### src/rtl/xor_acc_pkg.sv
// Shared definitions for the XOR frame accumulator: default sizes and
// the FSM state encoding used by xor_acc_stream.
package xor_acc_pkg;

   localparam int XOR_ACC_WIDTH_DEF     = 8;
   localparam int XOR_ACC_FRAME_LEN_DEF = 4;

   typedef logic [1:0] xor_acc_state_t;

   localparam xor_acc_state_t IDLE = 2'd0;
   localparam xor_acc_state_t ACC  = 2'd1;
   localparam xor_acc_state_t HOLD = 2'd2;

endpackage

### src/rtl/xor_reduce.sv
// Combinational reduction XOR of a WIDTH-bit word (parity of the word).
module xor_reduce #(
   parameter int WIDTH = 8
) (
   input  logic [WIDTH-1:0] din,
   output logic             parity
);

   // Odd number of ones gives parity 1.
   always_comb begin
      parity = ^din;
   end

endmodule

### src/rtl/xor_acc_stream.sv
// Streaming XOR accumulator: folds FRAME_LEN input words into one result
// (XOR, parity, word count) presented with a valid/ready handshake.
// Optional build macro XOR_ACC_EARLY_LAST_EN adds an in_last input that
// can close a frame before FRAME_LEN words have arrived.
//
// state | meaning
// IDLE  | no frame in progress, acc/cnt are 0, accepting the first word
// ACC   | frame partially received, accepting further words
// HOLD  | frame complete, result presented until consumed
module xor_acc_stream
   import xor_acc_pkg::*;
#(
   parameter int  WIDTH     = XOR_ACC_WIDTH_DEF,
   parameter int  FRAME_LEN = XOR_ACC_FRAME_LEN_DEF,
   localparam int CW        = $clog2(FRAME_LEN + 1)
) (
   input  logic             clk,
   input  logic             rst_n,
   input  logic             in_valid,
   output logic             in_ready,
   input  logic [WIDTH-1:0] in_data,
`ifdef XOR_ACC_EARLY_LAST_EN
   input  logic             in_last,
`endif
   output logic             out_valid,
   input  logic             out_ready,
   output logic [WIDTH-1:0] out_xor,
   output logic             out_parity,
   output logic [CW-1:0]    out_count
);

   localparam logic [CW-1:0] LEN_C = CW'(FRAME_LEN);

   xor_acc_state_t   state_q, state_d;
   logic [WIDTH-1:0] acc_q, acc_d;
   logic [CW-1:0]    cnt_q, cnt_d;
   logic             last_flag;
   logic             acc_par;

`ifdef XOR_ACC_EARLY_LAST_EN
   assign last_flag = in_last;
`else
   assign last_flag = 1'b0;
`endif

   xor_reduce #(.WIDTH(WIDTH)) u_xor_reduce (
      .din    (acc_q),
      .parity (acc_par)
   );

   // Next-state, accumulator and word-count update.
   always_comb begin
      state_d = state_q;
      acc_d   = acc_q;
      cnt_d   = cnt_q;
      case (state_q)
         IDLE, ACC: begin
            // in_ready is 1 in both states, so in_valid alone means accept.
            // cnt never exceeds FRAME_LEN-1 here, so the increment cannot wrap.
            if (in_valid) begin
               acc_d   = (state_q == IDLE) ? in_data : (acc_q ^ in_data);
               cnt_d   = cnt_q + CW'(1);
               state_d = ((cnt_d == LEN_C) || last_flag) ? HOLD : ACC;
            end
         end
         HOLD: begin
            if (out_ready) begin
               state_d = IDLE;
               acc_d   = '0;
               cnt_d   = '0;
            end
         end
         default: begin
            state_d = IDLE;
            acc_d   = '0;
            cnt_d   = '0;
         end
      endcase
   end

   // State registers with synchronous active-low reset.
   always_ff @(posedge clk) begin
      if (!rst_n) begin
         state_q <= IDLE;
         acc_q   <= '0;
         cnt_q   <= '0;
      end else begin
         state_q <= state_d;
         acc_q   <= acc_d;
         cnt_q   <= cnt_d;
      end
   end

   // Handshake and result outputs; result fields read as 0 outside HOLD.
   always_comb begin
      in_ready   = (state_q != HOLD);
      out_valid  = (state_q == HOLD);
      out_xor    = out_valid ? acc_q : '0;
      out_parity = out_valid & acc_par;
      out_count  = out_valid ? cnt_q : '0;
   end

endmodule

### config.mk
export PLATFORM = sky130hd
export DESIGN_NAME = xor_acc_stream
export DESIGN_NICKNAME = d
export VERILOG_FILES = /design/src/rtl/xor_acc_pkg.sv /design/src/rtl/xor_reduce.sv /design/src/rtl/xor_acc_stream.sv
export SDC_FILE = /design/constraint.sdc
export NUM_CORES = 1
export LEC_CHECK = 0
export BUFFER_PORTS_ARGS = -buffer_cell sky130_fd_sc_hd__clkbuf_2
export CORE_MARGIN = 3
export CORE_UTILIZATION = 49
export CTS_BUF_LIST = sky130_fd_sc_hd__clkbuf_4 sky130_fd_sc_hd__clkbuf_8 sky130_fd_sc_hd__clkbuf_16
export CTS_CLUSTER_SIZE = 30
export DETAILED_ROUTE_END_ITERATION = 10
export PLACE_DENSITY = 0.84
export SYNTH_ARGS = -nofsm -noshare
export SYNTH_HDL_FRONTEND = slang
export SYNTH_SLANG_ARGS = --single-unit
### constraint.sdc
create_clock -name clk -period 2.6 [get_ports clk]
set_input_delay 0.13 -clock clk [delete_from_list [all_inputs] [get_ports clk]]
set_output_delay 0.13 -clock clk [all_outputs]
set_load 0.01 [all_outputs]
Word-level counts from Yosys, hierarchy flattened. Cells that the tools add are included. Widths: inputs -> output; s select.

Flip-flop bits (word level): 13. Word-level logic and storage cells: 29. Output and inout bits: 14.

$add $sub $neg: 1. Bitwise operators: 2. Reductions and logical operators: 4. Eq/ne operators: 6. Multiplexer cells: 13.

Operator list (number): $mux 8 (4); $pmux 8 s2 (1); $mux 3 (3); $reduce_xor 8->1 (1); $xor 8x8->8 (1); $mux 2 (3); $pmux 3 s2 (1); $ne 2x2->1 const B (2); $pmux 2 s2 (1); $add 3x1->3 const B (1); $eq 3x3->1 const B (1); $eq 2x1->1 const B (1); $eq 2x2->1 const B (1); $logic_not 2->1 (1); $ne 2x1->1 const B (1); $reduce_and 2->1 (1); $reduce_or 2->1 (1); $and 1x1->1 (1).

Logic depth before layout (Yosys ltp).
Depth in word-level cells: 5. Gate-level depth with buffers: 6. Mapped depth without buffers: 6.

Cells and area by module. From an unflattened synthesis, not the netlist that was laid out.

Cell total of the unflattened synthesis: 105. Area total of the unflattened synthesis: 847.1 µm².

By module, submodules not included: xor_acc_stream (sequential area each 260.2 µm², cells each 98, times used 1, area an instance 785.8 µm²); xor_reduce (sequential area each 0.0 µm², cells each 7, times used 1, area an instance 61.3 µm²).

Worst setup path before layout. No wires, ideal clock.

Path type: reg-to-output. Start: register state_q[1]. End: output out_count[0]. Arrival: 1124 ps. Buffers on the path: 1. Cell stages (with the launch flop): 5. Setup slack: 1346 ps. Data required time: 2470 ps. Cell sequence: dfxtp_1 -> inv_2 -> nor2_4 -> clkbuf_1 -> and2_1.

Word-level cells in the longest chain between the ends: 2.

Ends and longest elaborated chain: from (decl) (line xor_acc_stream.sv:34) `xor_acc_state_t state_q, state_d;`; from (signal assigned) (line xor_acc_stream.sv:88) `state_q <= state_d;`; $eq 2x2->1 (line xor_acc_stream.sv:97) `out_valid = (state_q == HOLD);`; net out_valid (line xor_acc_stream.sv:25) `output logic out_valid,`; $mux 3 (line xor_acc_stream.sv:100) `out_count = out_valid ? cnt_q : '0;`; to (decl) (line xor_acc_stream.sv:29) `output logic [CW-1:0] out_count`.

The timed path passes the listed nets, and every way through them passes these cells.

Final worst setup path.
Start: register state_q[1]. End: output out_parity.

Word-level cells in the longest chain between the ends: 2.

Ends and longest elaborated chain: $eq 2x2->1 (line xor_acc_stream.sv:97); $and 1x1->1 (line xor_acc_stream.sv:99) `out_parity = out_valid & acc_par;`; to (decl) (line xor_acc_stream.sv:28) `output logic out_parity,`.

No other way between the ends.

==> results.json <==
{
  "status": "completed",
  "end_kind": "primary output",
  "cellPowerDensity_nw_per_um2": 446,
  "portBuffers": 25,
  "final_hold_viol_count": 0,
  "ir_drop_uv": 339,
  "rows": 13,
  "fin_crit_ns": 1.58,
  "wl_per_cell_um": 12.4,
  "grt_pass1_wl_mm": 2.75,
  "async_reset_ff_frac": 0,
  "clk_latency_ns": 0.27,
  "cts-buffers-inserted": 3,
  "required_ns": 2.47,
  "setup_viol": 0,
  "syn_inst": 102,
  "place_congestion": 0.777,
  "vias": 738,
  "cap_violations": 0,
  "syn_to_final_growth_pct": 19.3,
  "root_buffer": "clkbuf_4",
  "fin_crit_sh": 0.606,
  "yosysWarnings": 0,
  "drive_above_1_share": 0.270,
  "diodes": 0,
  "grt_pass1_vias": 669,
  "reg2reg_depth": 6,
  "yosysUniqueCellTypes": 26,
  "syn_nets": 116,
  "clockBufferDepth": 2,
  "fin_nets": 141,
  "detail-route-antenna-nets": 0,
  "cts_resized": 0,
  "grt.total_usage": 0.176,
  "design_area_um2": 951,
  "initialDrtViolationCount": 9,
  "chipHeight_um": 46.3,
  "worstMarginPinSlew_ns": 0.354,
  "holdBufCountCts": 0,
  "core_area_um2": 1420,
  "die_w_um": 46.3,
  "arrival_ns": 1.45,
  "initial_core_util": 0.563,
  "setup_tns_ns": 0,
  "syn_area_per_cell_um2": 7.81,
  "die-area_um2": 2150,
  "hp-start": "in_data[4]",
  "r2r_start": "state_q[1]",
  "ys_ff_latch": 13,
  "cts_max_level": 1,
  "mostFrequentLayoutCells": "clkbuf_2 (25), dfxtp_1 (13), nor2_1 (12)",
  "drc_errors": 0,
  "via_per_inst": 5.23,
  "antenna_found_initial": 0,
  "r2r_slack_ns": 1.05,
  "dpl-instance-area_um2": 921,
  "hpwl_mm": 1.35,
  "final_cells": 141,
  "rsz0062_at_grt": "no",
  "min_to": "acc_q[4]",
  "startpoint_type": "register",
  "synth_flop_cell": "dfxtp_1",
  "ioPinCount": 26,
  "crit_type": "register to primary output",
  "busiest_layer": "met2",
  "cts_tree": "yes",
  "grtUsageMet2": 0.297,
  "fin_hold_ws_ns": 0.0976,
  "maxSlewHeadroom": 0.763,
  "clkTransAtPathRegs_ns": 0.08,
  "fin_worst_skew_ns": 0.00644,
  "dr.pass1.iters": 3,
  "grt_overflow": 0,
  "ys_seq_area_frac": 0.327,
  "post_cts_buffers": 0,
  "p_leak_nw": 0.438,
  "max_clock_freq_ghz": 0.635,
  "holdPathStages": 3,
  "grtUsageMet1": 0.224,
  "synth_edf_count": 0,
  "r2r-end": "acc_q[6]",
  "layout_commonest_cell": "clkbuf_2",
  "report.final.slew_viol_count": 0,
  "synthesis.area_um2": 797,
  "cts_sinks": 13,
  "critPathMaxFanout": 13,
  "grt_max_degree": 14,
  "hp-class": "input pin to register",
  "grt_util_met3": 0.0234,
  "drt_wl_total_mm": 1.74,
  "dp_cells": 137
}
-- worst max path at each step --
stage | start | endpoint | slack (ns) | depth (start not counted)
after floorplan | state_q[1] | out_count[0] | 1.35 | 4
after global placement | state_q[1] | acc_q[7] | 1.13 | 6
after detailed placement | state_q[1] | acc_q[7] | 1.07 | 6
after CTS | state_q[1] | out_parity | 1.01 | 5
after global routing | state_q[1] | acc_q[0] | 0.86 | 6
final | state_q[1] | out_parity | 1.02 | 5
-- worst max-delay path, stage by stage, from the launching register on --
cell      delay [ns]
dfxtp_1         0.48
inv_2           0.11
nor2_4          0.25
inv_2           0.10
nor2_1          0.11
clkbuf_2        0.13
-- sequential cells by signal, summed over array words and instances, names as in the netlist --
signal and cells:
acc_q 8, state_q 2, cnt_q 3
-- area by class of cell --
type / count / area [µm²]
flip-flops and latches: 13 / 260
clock buffers: 4 / 30.0
multi-input cells: 82 / 509
repair buffers: 25 / 125
fillers: 123 / 464
well taps: 15 / 18.8
inverters: 2 / 7.51
-- cell usage after synthesis (2+ instances only) --
master / count / area [µm²]
dfxtp_1: 13 / 260
nor2_1: 12 / 45.0
and2_1: 11 / 68.8
nand3_1: 10 / 50.1
nand2_1: 9 / 33.8
a21boi_1: 8 / 60.1
o21ai_0: 8 / 40.0
xnor2_1: 5 / 43.8
clkbuf_1: 4 / 15.0
xor2_1: 3 / 26.3
a21oi_1: 2 / 10.0
ha_1: 2 / 25.0
inv_2: 2 / 7.51
-- logic make-up (layout without fill, tap and decap cells) --
group	Yosys count	count (layout)	share of synthesized area
AOI/OAI and AO/OA	23	23	0.203
xor gates and xnor gates	8	8	0.0879
adders and majority gates	2	2	0.0314
buffers and inverters	7	31	0.0345
DFF	13	13	0.327
muxes	1	1	0.0126
and+or+nand+nor	48	48	0.305
-- power by group --
group           total, W  internal, W  switching (W)
logic          0.0000684    0.0000340      0.0000344
registers       0.000222     0.000210      0.0000119
clock network   0.000134    0.0000697      0.0000638
-- layer usage --
| layer | part of all wire | vias up | wire length (µm) |
|---|---|---|---|
| li1 | - | 393 | - |
| met1 | 0.46 | 327 | 797 |
| met2 | 0.49 | 16 | 849 |
| met3 | 0.046 | 2 | 81 |
| met4 | 0.0075 | 0 | 13 |
| met5 | 0 | - | 0 |
-- metrics by stage --
stage | utilization | setup slack, ns | power (W)
3_3_place_gp | 0.651 | 1.13 | 0.000292
6_report | 0.672 | 1.02 | 0.000424
5_1_grt | 0.672 | 0.857 | 0.000447
4_1_cts | 0.672 | 1.01 | 0.000428
3_5_place_dp | 0.651 | 1.07 | 0.000295
2_1_floorplan | - | 1.35 | 0.000275
(Power assumes the default switching activity.)
